[config.mk]
export PLATFORM = sky130hd
export DESIGN_NAME = sram_arbiter_flat
export DESIGN_NICKNAME = d
export VERILOG_FILES = /design/src/rtl/sram_arbiter_if.sv /design/src/rtl/sram_arbiter.sv /design/src/flat_wrapper.sv
export SDC_FILE = /design/constraint.sdc
export NUM_CORES = 1
export LEC_CHECK = 0
export ABC_AREA = 1
export BUFFER_PORTS_ARGS = -buffer_cell sky130_fd_sc_hd__buf_4
export CORE_MARGIN = 2
export CORE_UTILIZATION = 44
export CTS_BUF_LIST = sky130_fd_sc_hd__clkbuf_8
export DETAILED_ROUTE_END_ITERATION = 8
export GPL_TIMING_DRIVEN = 0
export PLACE_DENSITY = 0.92
export SETUP_SLACK_MARGIN = 0.02
export SLEW_MARGIN = 5
export SYNTH_ARGS = -nofsm -noshare
export SYNTH_HDL_FRONTEND = slang
export SYNTH_SLANG_ARGS = --single-unit
[constraint.sdc]
create_clock -name clk -period 1.8 [get_ports clk]
set_input_delay 0.36 -clock clk [delete_from_list [all_inputs] [get_ports clk]]
set_output_delay 0.36 -clock clk [all_outputs]
set_load 0.005 [all_outputs]
[src/rtl/sram_arbiter_if.sv]
// Request/response channel between one SRAM master and the arbiter.
// The master holds req and its fields stable until it sees gnt.
interface sram_arbiter_if #(
    parameter int ADDR_W = 19,
    parameter int DATA_W = 16
);
    logic                  req;
    logic                  we;
    logic [ADDR_W-1:0]     addr;
    logic [DATA_W/8-1:0]   be;
    logic [DATA_W-1:0]     wdata;
    logic                  gnt;
    logic                  rvalid;
    logic [DATA_W-1:0]     rdata;

    modport master (
        output req, we, addr, be, wdata,
        input  gnt, rvalid, rdata
    );

    modport slave (
        input  req, we, addr, be, wdata,
        output gnt, rvalid, rdata
    );
endinterface

[src/rtl/sram_arbiter.sv]
// Two-master SRAM command sequencer: arbitrates, inserts turnaround and
// write-recovery idles, and steers read returns back to the issuing master.
module sram_arbiter #(
    parameter int ADDR_W        = 19,
    parameter int DATA_W        = 16,
    parameter int READ_LATENCY  = 2,
    parameter int PRIORITY_MODE = 1
) (
    input  logic                clk,
    input  logic                reset,
    sram_arbiter_if.slave       m0,
    sram_arbiter_if.slave       m1,
    output logic [ADDR_W-1:0]   sram_address,
    output logic                sram_cs_n,
    output logic                sram_read_n,
    output logic                sram_write_n,
    output logic [DATA_W/8-1:0] sram_byteenable_n,
    output logic [DATA_W-1:0]   sram_wdata,
    input  logic [DATA_W-1:0]   sram_rdata
);
    localparam int BE_W = DATA_W / 8;

    typedef enum logic [1:0] {IDLE, RD, WR} state_t;

    state_t                  state_q, state_d;
    logic                    pref_q, pref_d;
    logic [READ_LATENCY-1:0] tag_vld_q;
    logic [READ_LATENCY-1:0] tag_own_q;
    logic                    rvalid0_q, rvalid1_q;

    logic                    win;
    logic                    win_we;
    logic                    allow;
    logic [ADDR_W-1:0]       win_addr;
    logic [BE_W-1:0]         win_be;
    logic [DATA_W-1:0]       win_wdata;

    // Winner is chosen first; the state then only decides whether it may go,
    // so a blocked write is never overtaken by the other master's read.
    always_comb begin
        if (m0.req && m1.req) begin
            win = (PRIORITY_MODE == 0) ? 1'b0 : pref_q;
        end else begin
            win = m1.req & ~m0.req;
        end
        win_we    = win ? m1.we    : m0.we;
        win_addr  = win ? m1.addr  : m0.addr;
        win_be    = win ? m1.be    : m0.be;
        win_wdata = win ? m1.wdata : m0.wdata;

        case (state_q)
            IDLE:    allow = m0.req | m1.req;
            RD:      allow = (m0.req | m1.req) & ~win_we;
            default: allow = 1'b0;
        endcase
        if (reset) begin
            allow = 1'b0;
        end

        state_d = IDLE;
        if (allow) begin
            state_d = win_we ? WR : RD;
        end
        pref_d = allow ? ~win : pref_q;
    end

    assign m0.gnt    = allow & ~win;
    assign m1.gnt    = allow & win;
    assign m0.rvalid = rvalid0_q;
    assign m1.rvalid = rvalid1_q;
    assign m0.rdata  = sram_rdata;
    assign m1.rdata  = sram_rdata;

    always_ff @(posedge clk or posedge reset) begin
        if (reset) begin
            state_q           <= IDLE;
            pref_q            <= 1'b0;
            sram_cs_n         <= 1'b1;
            sram_read_n       <= 1'b1;
            sram_write_n      <= 1'b1;
            sram_byteenable_n <= '1;
            sram_address      <= '0;
            sram_wdata        <= '0;
            tag_vld_q         <= '0;
            tag_own_q         <= '0;
            rvalid0_q         <= 1'b0;
            rvalid1_q         <= 1'b0;
        end else begin
            state_q      <= state_d;
            pref_q       <= pref_d;
            sram_cs_n    <= ~allow;
            sram_read_n  <= ~(allow & ~win_we);
            sram_write_n <= ~(allow & win_we);
            if (allow) begin
                sram_address      <= win_addr;
                sram_byteenable_n <= ~win_be;
                if (win_we) begin
                    sram_wdata <= win_wdata;
                end
            end
            // Stage 0 is loaded as the read goes onto the bus; the final
            // rvalid register adds the last cycle of bridge latency.
            tag_vld_q[0] <= allow & ~win_we;
            tag_own_q[0] <= win;
            for (int i = 1; i < READ_LATENCY; i++) begin
                tag_vld_q[i] <= tag_vld_q[i-1];
                tag_own_q[i] <= tag_own_q[i-1];
            end
            rvalid0_q <= tag_vld_q[READ_LATENCY-1] & ~tag_own_q[READ_LATENCY-1];
            rvalid1_q <= tag_vld_q[READ_LATENCY-1] & tag_own_q[READ_LATENCY-1];
        end
    end
endmodule
[src/flat_wrapper.sv]
// flat-port wrapper written by rule: the top's interface ports become plain ports
module sram_arbiter_flat 
#(
    parameter int ADDR_W        = 19,
    parameter int DATA_W        = 16,
    parameter int READ_LATENCY  = 2,
    parameter int PRIORITY_MODE = 1
)
  (clk, reset, sram_address, sram_cs_n, sram_read_n, sram_write_n, sram_byteenable_n, sram_wdata, sram_rdata, m0_req, m0_we, m0_addr, m0_be, m0_wdata, m0_gnt, m0_rvalid, m0_rdata, m1_req, m1_we, m1_addr, m1_be, m1_wdata, m1_gnt, m1_rvalid, m1_rdata);
  sram_arbiter_if #(.ADDR_W(ADDR_W), .DATA_W(DATA_W)) m0_i ();
  sram_arbiter_if #(.ADDR_W(ADDR_W), .DATA_W(DATA_W)) m1_i ();
  input  logic clk;
  input  logic reset;
  output logic [ADDR_W-1:0] sram_address;
  output logic sram_cs_n;
  output logic sram_read_n;
  output logic sram_write_n;
  output logic [DATA_W/8-1:0] sram_byteenable_n;
  output logic [DATA_W-1:0] sram_wdata;
  input  logic [DATA_W-1:0] sram_rdata;
  input wire logic [$bits(m0_i.req)-1:0] m0_req;
  input wire logic [$bits(m0_i.we)-1:0] m0_we;
  input wire logic [$bits(m0_i.addr)-1:0] m0_addr;
  input wire logic [$bits(m0_i.be)-1:0] m0_be;
  input wire logic [$bits(m0_i.wdata)-1:0] m0_wdata;
  output wire logic [$bits(m0_i.gnt)-1:0] m0_gnt;
  output wire logic [$bits(m0_i.rvalid)-1:0] m0_rvalid;
  output wire logic [$bits(m0_i.rdata)-1:0] m0_rdata;
  input wire logic [$bits(m1_i.req)-1:0] m1_req;
  input wire logic [$bits(m1_i.we)-1:0] m1_we;
  input wire logic [$bits(m1_i.addr)-1:0] m1_addr;
  input wire logic [$bits(m1_i.be)-1:0] m1_be;
  input wire logic [$bits(m1_i.wdata)-1:0] m1_wdata;
  output wire logic [$bits(m1_i.gnt)-1:0] m1_gnt;
  output wire logic [$bits(m1_i.rvalid)-1:0] m1_rvalid;
  output wire logic [$bits(m1_i.rdata)-1:0] m1_rdata;
  assign m0_i.req = m0_req;
  assign m0_i.we = m0_we;
  assign m0_i.addr = m0_addr;
  assign m0_i.be = m0_be;
  assign m0_i.wdata = m0_wdata;
  assign m0_gnt = m0_i.gnt;
  assign m0_rvalid = m0_i.rvalid;
  assign m0_rdata = m0_i.rdata;
  assign m1_i.req = m1_req;
  assign m1_i.we = m1_we;
  assign m1_i.addr = m1_addr;
  assign m1_i.be = m1_be;
  assign m1_i.wdata = m1_wdata;
  assign m1_gnt = m1_i.gnt;
  assign m1_rvalid = m1_i.rvalid;
  assign m1_rdata = m1_i.rdata;
  sram_arbiter #(.ADDR_W(ADDR_W), .DATA_W(DATA_W), .READ_LATENCY(READ_LATENCY), .PRIORITY_MODE(PRIORITY_MODE)) u_core (.clk(clk), .reset(reset), .m0(m0_i), .m1(m1_i), .sram_address(sram_address), .sram_cs_n(sram_cs_n), .sram_read_n(sram_read_n), .sram_write_n(sram_write_n), .sram_byteenable_n(sram_byteenable_n), .sram_wdata(sram_wdata), .sram_rdata(sram_rdata));
endmodule
==> impl_results.md <==
- Status: finished, final reports clean
- YS warnings: 0
- Adder-Cell Fraction of Synth Area: 0%
- Die width: 81.70 um
- H-tree depth: 2
- Placer congestion estimate: 0.8069
- Area leader, netlist: dfrtp_1
- Top-count cell post-synth: nand2_1
- Leak: 2.431 nW
- Worst Tran Pin Value: 0.5124 ns
- WP data required: 1.44 ns
- WP data arrival: 1.38 ns
- Synth Register Bits: 48
- Ys async rst share: 100.0%
- Final setup viols: 0
- Reg-to-Reg Start: u_core.pref_q$_DFFE_PP0P_
- Final core utilization: 70.39%
- Via count: 2838
- CP dominant cell by count: nand2_4
- Fin Hold WS: 0.1086 ns
- Synth Area in Compound Gates: 0.3768%
- Initial core utilization: 45.13%
- Maximum operating frequency: 573.5 MHz
- Crit path max-delay cell type: dfrtp_1
- Max_slew headroom: 65.79%
- Maximum fanout along the worst path: 4
- Main combinational cell family by area after synthesis: simple AND/OR/NAND/NOR gates
- FILL cells: 496
- Tot Pwr: 0.003427 W
- Synth cell types: 18
- Num rows: 28
- DR pass1 iterations: 4
- Cells after synthesis: 352
- Mux cell area share after synthesis: 0%
- Starting DRT DRC Count: 99
- Setup TNS: 0 ns
- Share of the synthesized area in the top cell type: 40.51%
- Layout cells sized above 1: 45.80%
- Antenna diodes: 0
- GRT Util Overall: 23.02%
- Reg clk slew, reported paths: 0.09 ns
- CP top delay family: flip-flops
- Post-detail-place hpwl: 6.035 mm
- Grt total ovfl: 0
- Ys flop type: dfrtp_1
- Finished Cell Area: 4143 um2
- Worst min path class: input pin to asynchronous set/reset pin
- Post-DRT Antenna Nets: 0
- PortBufs: 155
- Pin count of the biggest net entering global routing: 27
- Clock root cell: clkbuf_8
- Top Ports: 172
- First-pass GRT wire length: 11.91 mm
- Cts bufs inserted: 5
- Initial antenna violation count: 0
- Drt wl/cell: 13.11 um
- Synth Area in Simple Gates: 39.10%
- Worst skew pair latency: 0.30 ns
- Post-Route Skew: 0.007990 ns
- Crit. End Element: primary output
- NumNets Final: 619
- Synth cell count leaders: nand2_1, dfrtp_1, nand3_1
- Critical path, cell by cell: inv_2 > nand2_4 > nand2_4 > nand2_4 > nand3_4 > buf_6 > nand3_4 > inv_2 > buf_4
- Power Density: 827.3 nW/um2
- RSZ-0062 raised after global routing: yes
- Largest cells by area after synthesis: dfrtp_1, nand2_1, buf_4, nand3_1, dfstp_2
- Placed Area: 3934 um2
- CP Launch Point: u_core.pref_q$_DFFE_PP0P_
- Area Growth Syn to Fin: 55.96%
- Vias/cell: 4.738
- Max stage delay on crit path: 0.40 ns
- WP buf/inv: 4
- Die Area: 6675 um2
- Vias in the first global route: 2757
- Max_cap viols: 0
- Worst IR Drop VDD: 0.5140 mV
- Core Region: 5886 um2
- Mapped Nets: 448
- Max Slew Vio Count: 0
- Final worst path period need: 1.744 ns
- Worst Path Class, Setup: flop to primary output
- WL final: 7.850 mm
- Synth Area in XOR/XNOR: 0%
- Sequential share of the synthesized area: 45.45%
- CTS Buffer Depth: 2
- Final hold viol count: 0
- CTS Sinks: 48
- Die H: 81.70 um
- DRC: 0
- Post-synth EDFFs: 0
- Worst setup SP type: flop
- TritonCTS clock tree: yes
- Cell area after synthesis: 2656 um2
- Fin crit share: 96.87%
- Syn_area_per_cell: 7.546 um2
==> worst reg2reg max path: stages, from the launching register on <==
cell	delay, ns
dfrtp_1	0.38
inv_2	0.05
nand2_4	0.08
buf_4	0.11
buf_4	0.15
nand3_1	0.15
nand2_4	0.16
nand3_4	0.14
buf_4	0.21
nand2_1	0.07
nand2_1	0.06
==> flip-flops by register name, summed over array words and instances, names as in the netlist <==
signal / count
u_core.m0.rvalid: 1
u_core.m1.rvalid: 1
u_core.pref_q: 1
u_core.sram_address: 19
u_core.sram_byteenable_n: 2
u_core.sram_cs_n: 1
u_core.sram_read_n: 1
u_core.sram_wdata: 16
u_core.sram_write_n: 1
u_core.state_q: 2
u_core.tag_own_q: 2
u_core.tag_vld_q: 1
==> report_power, final <==
group | internal [W] | switching, W | total, W
sequential | 0.00133 | 0.000135 | 0.00147
clock | 0.000311 | 0.000373 | 0.000684
combinational | 0.000698 | 0.000579 | 0.00128
==> logic make-up (layout without fill, tap and decap cells) <==
logic type             count (synthesis)  in the layout
AO/OA/AOI/OAI                          2              2
AND/OR/NAND/NOR                      237            237
flip-flops                            48             48
buffers and inverters                 65            237
==> area by class of cell <==
type	count	area, um2	share of cell area [%]
timing repair buffer	165	1255	30.29
sequential	48	1207	29.15
multi-input combinational	239	1089	26.28
buffer	51	351.6	8.487
tap	75	93.84	2.265
clock buffer	6	82.58	1.993
inverter	13	48.80	1.178
clock inverter	2	15.01	0.3624
==> metrics by stage <==
step | std cells | setup slack, ns
6_report | 599 | 0.05643
5_1_grt | 599 | -0.03419
3_3_place_gp | 582 | -0.2847
2_1_floorplan | 352 | 0.3038
4_1_cts | 598 | 0.01652
3_5_place_dp | 583 | -0.03474
==> cell usage in the layout, fill, tap and decap left out, types with 5 or more instances in the layout <==
| master | Yosys | routed |
|---|---|---|
| dfstp_2 | 5 | 5 |
| nand2_1 | 170 | 169 |
| nand2_4 | 3 | 5 |
| nand4_1 | 16 | 16 |
| dfrtp_1 | 43 | 43 |
| clkbuf_8 | 0 | 6 |
| inv_1 | 12 | 9 |
| buf_4 | 36 | 198 |
| buf_2 | 11 | 11 |
| nand3_1 | 41 | 39 |
==> final timing paths <==
check | depth (start not counted) | slack (ns) | to
setup / recovery | 9 | 0.06 | m0_gnt
hold / removal | 2 | 0.11 | u_core.sram_wdata[14]$_DFFE_PP0P_
setup reg to reg | 10 | 0.15 | u_core.sram_wdata[11]$_DFFE_PP0P_
hold reg to reg | 0 | 0.35 | u_core.tag_own_q[1]$_DFF_PP0_
max in group asynchronous | 3 | 1.10 | u_core.sram_write_n$_DFF_PP1_
min in group clk | 4 | 0.34 | u_core.sram_byteenable_n[0]$_DFFE_PP1P_
==> what timing repair did <==
action | 4_1_cts | 5_1_grt
gates resized for setup | 12 | 4
buffers inserted | 7 | 2
pin swaps | 3 | 2
hold buffers | 0 | 0
endpoints found under the hold margin | 0 | 0
endpoints found under the setup margin | 2 | 2
==> routing by layer <==
layer / GRT usage, % / share of wire (%)
met1: 26.47 / 38
met2: 43.20 / 55
met3: 5.385 / 6.4
met4: 5.167 / 0.94
met5: 0 / 0
(Power assumes the default switching activity.)
